==> src/rtl/cpu6_trap_sequencer.sv <==
// Trap sequencer for cpu6: qualifies timer/external interrupts, drains the pipeline,
// then redirects fetch to mtvec (trap entry) or mepc (mret return).
module cpu6_trap_sequencer #(
  parameter int ACK_TIMEOUT = 15,
  parameter int HOLDOFF     = 2
) (
  input  logic        clk,
  input  logic        reset,
  input  logic        tmr_irq_r,
  input  logic        ext_irq_r,
  input  logic        csr_mtie_r,
  input  logic        csr_meie_r,
  input  logic        csr_mstatus_mie_r,
  input  logic        mret_reqE,
  input  logic [31:0] resume_pcE,
  input  logic [31:0] csr_mtvec,
  input  logic [31:0] csr_mepc,
  input  logic        empty_pipeline_ackW,
  output logic        empty_pipeline_reqE,
  output logic        stallF,
  output logic [31:0] excp_mepc,
  output logic        excp_mepc_ena,
  output logic [31:0] mcause,
  output logic        mcause_ena,
  output logic        mret_ena,
  output logic        redirect_valid,
  output logic [31:0] redirect_pc,
  output logic        drain_err,
  output logic [2:0]  fsm_state
);

  typedef enum logic [2:0] {
    IDLE      = 3'd0,
    IRQ_DRAIN = 3'd1,
    IRQ_TRAP  = 3'd2,
    RET_DRAIN = 3'd3,
    RET_JMP   = 3'd4
  } state_t;

  localparam logic [7:0] TIMEOUT = 8'(ACK_TIMEOUT);
  localparam logic [2:0] HOLD    = 3'(HOLDOFF);

  state_t      state;
  logic [2:0]  holdoff;
  logic [7:0]  wait_cnt;
  logic [31:0] epc_q;
  logic [31:0] cause_q;
  logic        ext_hit;
  logic        pending;
  logic        drain_done;

  assign ext_hit    = ext_irq_r & csr_meie_r;
  assign pending    = csr_mstatus_mie_r & (ext_hit | (tmr_irq_r & csr_mtie_r));
  assign drain_done = empty_pipeline_ackW || (wait_cnt == TIMEOUT);
  assign fsm_state  = state;

  // Only the redirect target is muxed straight from the CSR inputs, during the strobe cycle.
  always_comb begin
    redirect_pc = 32'h0;
    if (state == IRQ_TRAP)     redirect_pc = csr_mtvec & 32'hFFFF_FFFC;
    else if (state == RET_JMP) redirect_pc = csr_mepc & 32'hFFFF_FFFC;
  end

  always_ff @(posedge clk) begin
    if (!reset) begin
      state               <= IDLE;
      holdoff             <= 3'd0;
      wait_cnt            <= 8'd0;
      epc_q               <= 32'h0;
      cause_q             <= 32'h0;
      empty_pipeline_reqE <= 1'b0;
      stallF              <= 1'b0;
      excp_mepc           <= 32'h0;
      excp_mepc_ena       <= 1'b0;
      mcause              <= 32'h0;
      mcause_ena          <= 1'b0;
      mret_ena            <= 1'b0;
      redirect_valid      <= 1'b0;
      drain_err           <= 1'b0;
    end else begin
      empty_pipeline_reqE <= 1'b0;
      excp_mepc           <= 32'h0;
      excp_mepc_ena       <= 1'b0;
      mcause              <= 32'h0;
      mcause_ena          <= 1'b0;
      mret_ena            <= 1'b0;
      redirect_valid      <= 1'b0;
      case (state)
        IDLE: begin
          wait_cnt <= 8'd0;
          if (holdoff != 3'd0) holdoff <= holdoff - 3'd1;
          // mret is honoured even during holdoff and beats a simultaneous interrupt.
          if (mret_reqE) begin
            state               <= RET_DRAIN;
            stallF              <= 1'b1;
            empty_pipeline_reqE <= 1'b1;
          end else if (pending && holdoff == 3'd0) begin
            epc_q               <= resume_pcE;
            cause_q             <= ext_hit ? 32'h8000_000B : 32'h8000_0007;
            state               <= IRQ_DRAIN;
            stallF              <= 1'b1;
            empty_pipeline_reqE <= 1'b1;
          end
        end
        IRQ_DRAIN, RET_DRAIN: begin
          if (drain_done) begin
            wait_cnt       <= 8'd0;
            redirect_valid <= 1'b1;
            if (!empty_pipeline_ackW) drain_err <= 1'b1;
            if (state == IRQ_DRAIN) begin
              state         <= IRQ_TRAP;
              excp_mepc     <= epc_q;
              excp_mepc_ena <= 1'b1;
              mcause        <= cause_q;
              mcause_ena    <= 1'b1;
            end else begin
              state    <= RET_JMP;
              mret_ena <= 1'b1;
            end
          end else begin
            wait_cnt <= wait_cnt + 8'd1;
          end
        end
        IRQ_TRAP, RET_JMP: begin
          state   <= IDLE;
          stallF  <= 1'b0;
          holdoff <= HOLD;
        end
        default: begin
          state  <= IDLE;
          stallF <= 1'b0;
        end
      endcase
    end
  end

endmodule

==> config.mk <==
export PLATFORM = sky130hd
export DESIGN_NAME = cpu6_trap_sequencer
export DESIGN_NICKNAME = d
export VERILOG_FILES = /design/src/rtl/cpu6_trap_sequencer.sv
export SDC_FILE = /design/constraint.sdc
export NUM_CORES = 1
export LEC_CHECK = 0
export ABC_CLOCK_PERIOD_IN_PS = 2680
export CAP_MARGIN = 20
export CELL_PAD_IN_SITES_DETAIL_PLACEMENT = 1
export CELL_PAD_IN_SITES_GLOBAL_PLACEMENT = 1
export CORE_ASPECT_RATIO = 1.75
export CORE_MARGIN = 3
export CORE_UTILIZATION = 28
export CTS_BUF_LIST = sky130_fd_sc_hd__clkbuf_4 sky130_fd_sc_hd__clkbuf_8
export DETAILED_ROUTE_END_ITERATION = 10
export PLACE_DENSITY_LB_ADDON = 0.2
export SETUP_SLACK_MARGIN = 0.05
export SYNTH_ARGS = -nofsm -noshare
export SYNTH_HDL_FRONTEND = slang
export SYNTH_SLANG_ARGS = --single-unit
==> constraint.sdc <==
create_clock -name clk -period 2.68 [get_ports clk]
set_clock_uncertainty 0.2 [all_clocks]
set_input_delay 0.536 -clock clk [delete_from_list [all_inputs] [get_ports clk]]
set_output_delay 0.536 -clock clk [all_outputs]
set_load 0.005 [all_outputs]
==> impl_results.md, run 1 <==
- Via count: 3270
- # DRC: 0
- Wire per inst: 15.89 um
- Fillers: 1463
- RePlAce Congestion: 0.7347
- CP Launch Type: flop
- Max_slew headroom: 0.6190
- Worst slew pin tran: 0.5671 ns
- Placement Cell Area: 5544 sq um
- Design area: 5959 sq um
- Grt ovf: 0
- Worst reg-to-reg setup slack: 0.49 ns
- Worst EP required: 1.94 ns
- Synth top area cells: dfxtp_1, mux2i_1, a22o_1
- PwrDens: 519.6 nW/um^2
- Global-route wire length before repair: 17840 um
- Sequential Area: 1808 sq um
- TritonCTS buffer count: 9
- Clk pin slew, worst setup/hold paths: 0.09 ns
- CTS sink cnt: 90
- Antenna violations before repair: 0
- Yosys top cell area share: 0.4883
- DIE HEIGHT: 157.9 um
- Primary FF master, synth: dfxtp_1
- Iteration-0 DRC Markers: 80
- Asr flop ratio synth: 0
- CP Capture Type: primary output
- Final Max Tran Viols: 0
- Crit path time final: 2.599 ns
- Cell Rows: 54
- Total Routing Usage GR: 0.1585
- Final Cycle Share: 0.9698
- Port-buffer cells: 177
- Nets: 660
- Initial core utilization: 0.2905
- # diodes: 0
- Clock Path Buffers: 2
- Crit path max fanout: 7
- Register area share after synthesis: 0.4883
- Cell depth of the worst flop-to-flop path: 7
- Hold_sp: epc_q[13]
- Via-to-Cell Ratio: 4.510
- Post-synth EDFFs: 0
- Critical path type: flop to primary output
- Status: completed
- LEAKAGE: 2.475 nW
- Synthesized instance count: 369
- Die area: 14650 sq um
- Die width: 92.78 um
- Worst EP arrival: 1.86 ns
- Max-Cap Viols: 0
- Top cell type by total area after synthesis: dfxtp_1
- Max VDD drop: 0.2381 mV
- Drt pass-1 iters: 3
- Vias in the first global route: 3491
- Final Hold Fails: 0
- Worst skew pair latency: 0.35 ns
- Hold Path Stages: 1
- Area of the multi-input gates: 1685 sq um
- Avg Cell Area, Syn: 9.999 sq um
- Share of cells above drive strength 1: 0.09695
- Final count of negative-setup-slack endpoints: 0
- Hold-fix buffers, CTS: 0
- CTS tree: built
- RSZ-0062 raised after global routing: yes
- Cell variety after synth: 41
- Setup TNS: 0 ns
- Synthesized flop and latch total: 90
- Largest net degree at the start of global routing: 37
- Top Ports: 211
- HP Class: flop to flop
- Reg2reg end: epc_q[13]
- Netlist Area Pre-Place: 3690 sq um
- Worst R2R Start: fsm_state[1]
- Fmax: 384.7 MHz
- Core area: 12700 sq um
- WHS Endpoint: excp_mepc[13]
- Root Driver: clkbuf_8
- Final HPWL DP: 8778 um
- H-tree levels: 3
- Layout area overhead: 61.51%
- Post-DRT Antenna Nets: 0
- Final wirelength: 11520 um
- Synth warnings: 0
-- final cells by class --
| class | instances | share of cell area |
|---|---|---|
| Clock inverter | 5 | 0.01029 |
| Timing Repair Buffer | 197 | 0.3384 |
| Inverter | 7 | 0.004409 |
| Clock buffer | 11 | 0.02540 |
| Multi-Input combinational cell | 247 | 0.2828 |
| Sequential cell | 90 | 0.3034 |
| Tap cell | 168 | 0.03527 |
-- kinds of logic (layout without fill, tap and decap cells) --
| logic type | after synthesis | after routing | synth area share |
|---|---|---|---|
| fa+ha+maj | 3 | 3 | 0.01017 |
| compound gates | 57 | 57 | 0.1190 |
| mux | 33 | 33 | 0.08952 |
| buf+inv | 60 | 220 | 0.1072 |
| simple gates | 125 | 125 | 0.1848 |
| flops | 90 | 90 | 0.4883 |
| other cells | 1 | 29 | 0.001016 |
-- layer usage --
metal / global-route usage / wire (um) / up-vias
met4: 0.08665 / 437 / 0
li1: - / - / 1565
met2: 0.3077 / 6326 / 163
met5: 0 / 0 / -
met1: 0.1403 / 3697 / 1523
met3: 0.05231 / 1056 / 19
-- where the power goes --
group | total, mW | leakage (nW) | switching [mW] | internal, mW
registers | 1.43 | 0.729 | 0.0341 | 1.40
logic | 0.694 | 1.64 | 0.301 | 0.393
clock network | 0.972 | 0.110 | 0.484 | 0.487
-- through the flow --
stage	util	setup slack, ns	hold WS (ns)	power, mW	std cells
6_report	0.4692	0.08090	0.2569	3.097	725
5_1_grt	0.4692	0.02118	0.2821	3.266	725
4_1_cts	0.4674	0.03534	0.2606	3.144	724
3_5_place_dp	0.4365	0.1231	0.2395	2.120	700
3_3_place_gp	0.4365	0.1265	0.2332	2.101	700
2_1_floorplan	-	0.5606	0.2291	1.791	397
-- cell usage in the layout (no fill, tap or decap), types with 2 or more instances in the layout --
cell	synthesis	routed
clkdlybuf4s50_1	0	148
dfxtp_1	90	87
nor2_1	49	48
and2_1	37	37
mux2i_1	33	33
conb_1	1	29
a22o_1	30	24
dlygate4sd2_1	0	23
clkbuf_8	0	11
buf_4	33	11
nand2_1	9	9
a21oi_1	9	9
inv_1	7	7
a22o_4	0	6
a31oi_1	6	6
dlymetal6s2s_1	0	6
nor3_1	5	5
nand3_1	5	5
nand2b_1	4	3
ha_1	3	3
buf_16	0	3
buf_12	0	3
buf_6	6	3
a22oi_1	2	2
a21oi_2	2	2
or4_1	2	2
a211oi_1	2	2
nand3b_1	2	2
clkinv_4	0	2
dfxtp_2	0	2
-- what timing repair did --
item,in CTS,in global routing
gates cloned,3,0
endpoints found under the setup margin,30,7
resized for setup,42,6
setup buffers,5,1
pin swaps,2,0
-- cell usage after synthesis, types with 3 or more instances --
library cell	instances
nand3_1	5
a31oi_1	6
a22o_1	30
nor2_1	49
buf_4	33
nand2_1	9
ha_1	3
nor3_1	5
and2_1	37
clkbuf_1	13
nand2b_1	4
dfxtp_1	90
a21oi_1	9
inv_1	7
buf_6	6
mux2i_1	33
-- worst max-delay path: stages (launching register included) --
cell and delay [ns]:
dfxtp_2 0.38, nand2b_4 0.15, nor2_4 0.04, buf_6 0.12, buf_16 0.13, a22o_4 0.24
clkdlybuf4s50_1 0.45
-- state kept, by name, summed over array words and instances, names as in the netlist --
signal	count
epc_q	32
excp_mepc	32
wait_cnt	8
cause_q	3
fsm_state	3
holdoff	3
mcause	3
drain_err	1
empty_pipeline_reqE	1
mcause_ena	1
mret_ena	1
redirect_valid	1
stallF	1
-- how the worst max path moves through the flow --
stage                     slack, ns         endpoint  depth (start not counted)         start
after CTS                      0.04   redirect_pc[5]                          6  fsm_state[0]
after detailed placement       0.12   redirect_pc[5]                          3  csr_mtvec[5]
final                          0.08   redirect_pc[5]                          6  fsm_state[0]
after global placement         0.13   redirect_pc[5]                          3  csr_mtvec[5]
after floorplan                0.56  redirect_pc[10]                          4  fsm_state[2]
after global routing           0.02   redirect_pc[5]                          6  fsm_state[0]
Note: power is estimated with default switching activity, not from simulation.
==> inputs of run 2 (changes only) <==
--- a/config.mk
+++ b/config.mk
@@ -5,7 +5,7 @@
 export SDC_FILE = /design/constraint.sdc
 export NUM_CORES = 1
 export LEC_CHECK = 0
-export ABC_CLOCK_PERIOD_IN_PS = 2680
+export ABC_CLOCK_PERIOD_IN_PS = 2900
 export CAP_MARGIN = 20
 export CELL_PAD_IN_SITES_DETAIL_PLACEMENT = 1
 export CELL_PAD_IN_SITES_GLOBAL_PLACEMENT = 1
==> constraint.sdc (replaced) <==
create_clock -name clk -period 2.9 [get_ports clk]
set_clock_uncertainty 0.2 [all_clocks]
set_input_delay 0.58 -clock clk [delete_from_list [all_inputs] [get_ports clk]]
set_output_delay 0.58 -clock clk [all_outputs]
set_load 0.005 [all_outputs]
==> run 2 against run 1 <==
  * Utilization is 1.1 points lower
  * Routed wire length is 2.4% lower
  * Cell area is 2.4% lower
  * Largest power group unchanged
  * First-iteration DRC count is 20% lower
  * Sequential cell count stayed put
  * Largest cell class unchanged
  * Register-to-register slack better by 0.20 ns
  * Combinational power is 9.9% lower
  * Clock power is 12% lower
  * Clock-buffer cell count is 1 lower
  * Sequential share of layout area is 0.79 points higher
==> impl_results.md, run 2 (synthesized netlist as in run 1, its figures left out) <==
- Max_slew headroom: 0.5808
- Via-to-Cell Ratio: 4.513
- Logic pwr share: 0.222
- Clk pin slew, worst setup/hold paths: 0.09 ns
- Worst EP required: 2.12 ns
- Final Cycle Share: 0.9425
- Commonest cells after routing, fill and taps aside: clkdlybuf4s50_1, dfxtp_1, nor2_1
- Final Hold Fails: 0
- CTS sink cnt: 90
- Antenna violations before repair: 0
- Max-Cap Viols: 0
- Final count of negative-setup-slack endpoints: 0
- CP Cell Sequence: nor3b_4 -> buf_12 -> a22o_1 -> clkdlybuf4s50_1
- Crit path max fanout: 30
- Drt pass-1 iters: 4
- CP bufs+invs: 2
- Worst skew pair latency: 0.35 ns
- Initial core utilization: 0.2905
- Worst reg-to-reg setup slack: 0.69 ns
- RePlAce Congestion: 0.7762
- Post-Route Utilization: 0.4578
- RSZ-0062 raised after global routing: yes
- Nets: 649
- Post-DRT Antenna Nets: 0
- Critical path type: flop to primary output
- Core area: 12700 sq um
- Status: completed
- WHS Endpoint: excp_mepc[18]
- Cell depth of the worst flop-to-flop path: 5
- Final wirelength: 11240 um
- Commonest non-fill, non-tap cell in the layout: clkdlybuf4s50_1
- WHS: 0.2518 ns
- Placement Cell Area: 5522 sq um
- Global-route wire length before repair: 17020 um
- Final Max Tran Viols: 0
- Design area: 5816 sq um
- Root Driver: clkbuf_8
- Crit path time final: 2.733 ns
- Critical Path Slowest Stage Cell: clkdlybuf4s50_1
- Wire per inst: 15.74 um
- Setup TNS: 0 ns
- Grt ovf: 0
- PwrDens: 483.0 nW/um^2
- CTS tree: built
- Cell Rows: 54
- Top Ports: 211
- Largest net degree at the start of global routing: 37
- H-tree levels: 3
- Psw: 0.7393 mW
- # DRC: 0
- Total Routing Usage GR: 0.1502
- Max VDD drop: 0.2039 mV
- Reg2reg end: fsm_state[1]
- Sequential group share of total power: 0.473
- Switching part of the total: 0.2632
- HP Class: flop to flop
- # diodes: 0
- Share of cells above drive strength 1: 0.07326
- Biggest regs: epc_q (32), excp_mepc (32), wait_cnt (8)
- TritonCTS buffer count: 9
- Setup bufs post-CTS: 0
- Clock share of power: 0.305
- Layout area overhead: 57.61%
- Iteration-0 DRC Markers: 64
- Clock Path Buffers: 2
- Fmax: 365.8 MHz
- Vias in the first global route: 3364
- Port-buffer cells: 177
- CP Capture Type: primary output
- Die width: 92.78 um
- P_int: 2.069 mW
- Via count: 3222
- Worst slew pin tran: 0.6240 ns
- LEAKAGE: 2.182 nW
- Cell family with most CP delay: buffers and inverters
- Hold_sp: epc_q[18]
- Worst EP arrival: 1.95 ns
- DIE HEIGHT: 157.9 um
- Worst R2R Start: wait_cnt[0]
- Die area: 14650 sq um
- Final HPWL DP: 8699 um
- Critical Path Start: fsm_state[2]
- CP Launch Type: flop
- Hold Path Stages: 1
- Largest stage delay, worst path: 0.53 ns
- Total power: 2.809 mW
[run 2: what timing repair did]
action	4_1_cts	5_1_grt
pin swaps	0	1
hold buffers	0	0
resized for setup	8	6
endpoints found under the hold margin	0	0
setup endpoints to repair	30	15
cloned	0	1
[run 2: how the worst max path moves through the flow]
stage | endpoint | slack [ns] | cells past startpoint
after floorplan | redirect_pc[10] | 0.74 | 4
after global placement | redirect_pc[5] | 0.26 | 3
after detailed placement | redirect_pc[5] | 0.25 | 5
after CTS | redirect_pc[6] | 0.05 | 5
after global routing | redirect_pc[9] | 0.04 | 4
final | redirect_pc[6] | 0.17 | 4
[run 2: power groups by stage]
stage	registers [mW]	logic, mW	clock network (mW)
5_1_grt	1.34	0.687	0.950
6_report	1.33	0.625	0.855
2_1_floorplan	1.34	0.313	0
4_1_cts	1.33	0.619	0.892
3_5_place_dp	1.35	0.601	0
3_3_place_gp	1.35	0.583	0
[run 2: cell type report]
| type | count | area (sq um) |
|---|---|---|
| Multi-Input combinational cell | 247 | 1659 |
| Inverter | 7 | 26.28 |
| Fill cell | 1460 | 6887 |
| Clock buffer | 10 | 137.6 |
| Sequential cell | 90 | 1810 |
| Clock inverter | 6 | 65.06 |
| Tap cell | 168 | 210.2 |
| Timing Repair Buffer | 186 | 1907 |
[run 2: layer usage]
layer | global-route usage | vias up | part of all wire
met1 | 0.1370 | 1516 | 0.33
met5 | 0 | - | 0
li1 | - | 1543 | -
met2 | 0.2960 | 158 | 0.56
met4 | 0.04822 | 0 | 0.010
met3 | 0.05991 | 5 | 0.093
[run 2: through the flow]
stage / cells / setup WS [ns]
floorplan: 397 / 0.7366
global placement: 697 / 0.2582
detailed placement: 697 / 0.2483
CTS: 713 / 0.05055
global route: 714 / 0.04178
finish: 714 / 0.1666
[run 2: worst register-to-register path: stages (launching register included)]
cell and delay [ns]:
dfxtp_1 0.43, ha_1 0.31, and4b_4 0.31, a21oi_2 0.16, or4_1 0.52, a21oi_1 0.21
==> inputs of run 3 (changes only) <==
--- a/config.mk
+++ b/config.mk
@@ -11,11 +11,11 @@
 export CELL_PAD_IN_SITES_GLOBAL_PLACEMENT = 1
 export CORE_ASPECT_RATIO = 1.75
 export CORE_MARGIN = 3
-export CORE_UTILIZATION = 28
-export CTS_BUF_LIST = sky130_fd_sc_hd__clkbuf_4 sky130_fd_sc_hd__clkbuf_8
+export CORE_UTILIZATION = 27
 export DETAILED_ROUTE_END_ITERATION = 10
 export PLACE_DENSITY_LB_ADDON = 0.2
 export SETUP_SLACK_MARGIN = 0.05
 export SYNTH_ARGS = -nofsm -noshare
 export SYNTH_HDL_FRONTEND = slang
 export SYNTH_SLANG_ARGS = --single-unit
+export TNS_END_PERCENT = 100
==> run 3 against run 2 <==
  * Global-route usage decreased by 0.36 points
  * Non-clock buffer count unchanged
  * Largest cell class unchanged
  * First-iteration DRC count decreased by 28%
==> impl_results.md, run 3 (synthesized netlist as in run 1, its figures left out) <==
- Hold Path Stages: 1
- Largest net degree at the start of global routing: 37
- Commonest non-fill, non-tap cell in the layout: clkdlybuf4s50_1
- Sequential Area: 1803 sq um
- Clock Path Buffers: 2
- Biggest regs: epc_q (32), excp_mepc (32), wait_cnt (8)
- RePlAce Congestion: 0.7252
- Crit path time final: 2.746 ns
- DIE HEIGHT: 160.6 um
- Critical path type: flop to primary output
- Total power: 3.143 mW
- Fmax: 364.2 MHz
- Top Ports: 211
- Gr busiest metal: met2
- Die width: 94.37 um
- HP Class: flop to flop
- Via-to-Cell Ratio: 4.483
- Sequential group share of total power: 0.422
- Post-DRT Antenna Nets: 0
- Worst R2R Start: wait_cnt[1]
- Psw: 0.7547 mW
- Cell depth of the worst flop-to-flop path: 6
- Setup bufs post-CTS: 0
- Hold_sp: epc_q[23]
- Worst reg-to-reg setup slack: 0.76 ns
- Worst slew pin tran: 0.6012 ns
- Iteration-0 DRC Markers: 46
- Drt pass-1 iters: 3
- Final Hold Fails: 0
- WHS: 0.2549 ns
- TritonCTS buffer count: 9
- CP Launch Type: flop
- Final HPWL DP: 8665 um
- P_int: 2.388 mW
- Reg2reg end: excp_mepc[16]
- WHS Endpoint: excp_mepc[23]
- Met3 layer usage reported by global route: 0.06186
- RSZ-0062 raised after global routing: no
- Fillers: 1445
- Vias in the first global route: 3453
- PwrDens: 536.9 nW/um^2
- Switching part of the total: 0.2401
- Die area: 15160 sq um
- Status: completed
- Area of the multi-input gates: 1614 sq um
- H-tree levels: 3
- # DRC: 0
- Placement Cell Area: 5520 sq um
- Crit path max fanout: 30
- Clk pin slew, worst setup/hold paths: 0.07 ns
- Post-Layout Cell Count: 718
- Setup TNS: 0 ns
- Via count: 3219
- Share of cells above drive strength 1: 0.06044
- CP Capture Type: primary output
- Met2 usage: 0.2843
- Max_slew headroom: 0.5961
- Nets: 649
- Layout area overhead: 58.63%
- Cell Rows: 55
- Final Max Tran Viols: 0
- Worst skew pair latency: 0.33 ns
- Max-Cap Viols: 0
- Wire per inst: 15.32 um
- Final Cycle Share: 0.9468
- Root Driver: clkbuf_16
- Worst EP arrival: 1.97 ns
- Design area: 5853 sq um
- Commonest cells after routing, fill and taps aside: clkdlybuf4s50_1, dfxtp_1, nor2_1
- Final count of negative-setup-slack endpoints: 0
- Grt ovf: 0
- CTS sink cnt: 90
- Worst EP required: 2.12 ns
- Port-buffer cells: 177
- Final wirelength: 11000 um
- Clock share of power: 0.390
- Global-route wire length before repair: 17280 um
- Max VDD drop: 0.2349 mV
- Logic pwr share: 0.188
- Critical Path Start: fsm_state[0]
- LEAKAGE: 2.205 nW
- Core area: 13140 sq um
- Antenna violations before repair: 1
- CTS tree: built
- Total Routing Usage GR: 0.1466
- Met1 usage: 0.1308
- Initial core utilization: 0.2807
- DP Cell Count: 701
## run 3: changes by cell type in the layout (fill, tap and decap cells not counted), moves of 3 or more
cell / before / now
clkbuf_8: 10 / 0
clkbuf_16: 1 / 9
a22o_1: 27 / 30
a22o_4: 3 / 0
## run 3: stage by stage
step	utilization	setup slack (ns)
finish	0.4453	0.1543
floorplan	-	0.7366
CTS	0.4445	0.06894
global route	0.4453	0.05238
global placement	0.4200	0.2845
detailed placement	0.4200	0.2825
## run 3: how the worst max path moves through the flow
stage / to / slack (ns) / cells past startpoint
2_1_floorplan: redirect_pc[10] / 0.74 / 4
4_1_cts: redirect_pc[12] / 0.07 / 5
5_1_grt: redirect_pc[12] / 0.05 / 5
3_3_place_gp: redirect_pc[16] / 0.28 / 3
6_report: redirect_pc[12] / 0.15 / 5
3_5_place_dp: redirect_pc[12] / 0.28 / 5
## run 3: area by class of cell
cell class	count	area share
timing repair buffer	186	0.3207
sequential	90	0.3080
clock buffer	10	0.03912
multi-input combinational	247	0.2758
inverter	7	0.004489
tap	171	0.03655
clock inverter	6	0.01496
antenna	1	0.0004275
## run 3: metal layers
metal,wire [um],vias up
met3,1146,7
met4,140,0
met1,3635,1502
li1,-,1546
met5,0,-
met2,6078,164
## run 3: worst max-delay path, stage by stage (launching register included)
cell and delay [ns]:
dfxtp_1 0.38, nand2b_1 0.20, nor2_2 0.15, buf_12 0.19, a22o_1 0.20, clkdlybuf4s50_1 0.51
## run 3: power by group through the flow
stage / registers, mW / logic (mW) / clock network, mW
6_report: 1.33 / 0.591 / 1.23
5_1_grt: 1.33 / 0.661 / 1.32
4_1_cts: 1.33 / 0.600 / 1.27
3_5_place_dp: 1.35 / 0.594 / 0
3_3_place_gp: 1.35 / 0.580 / 0
2_1_floorplan: 1.34 / 0.313 / 0
## run 3: timing repair
action,in CTS,in global routing
setup endpoints to repair,30,4
resized for setup,2,2
gates cloned,0,0
hold buffers,0,0
pin swaps,0,0
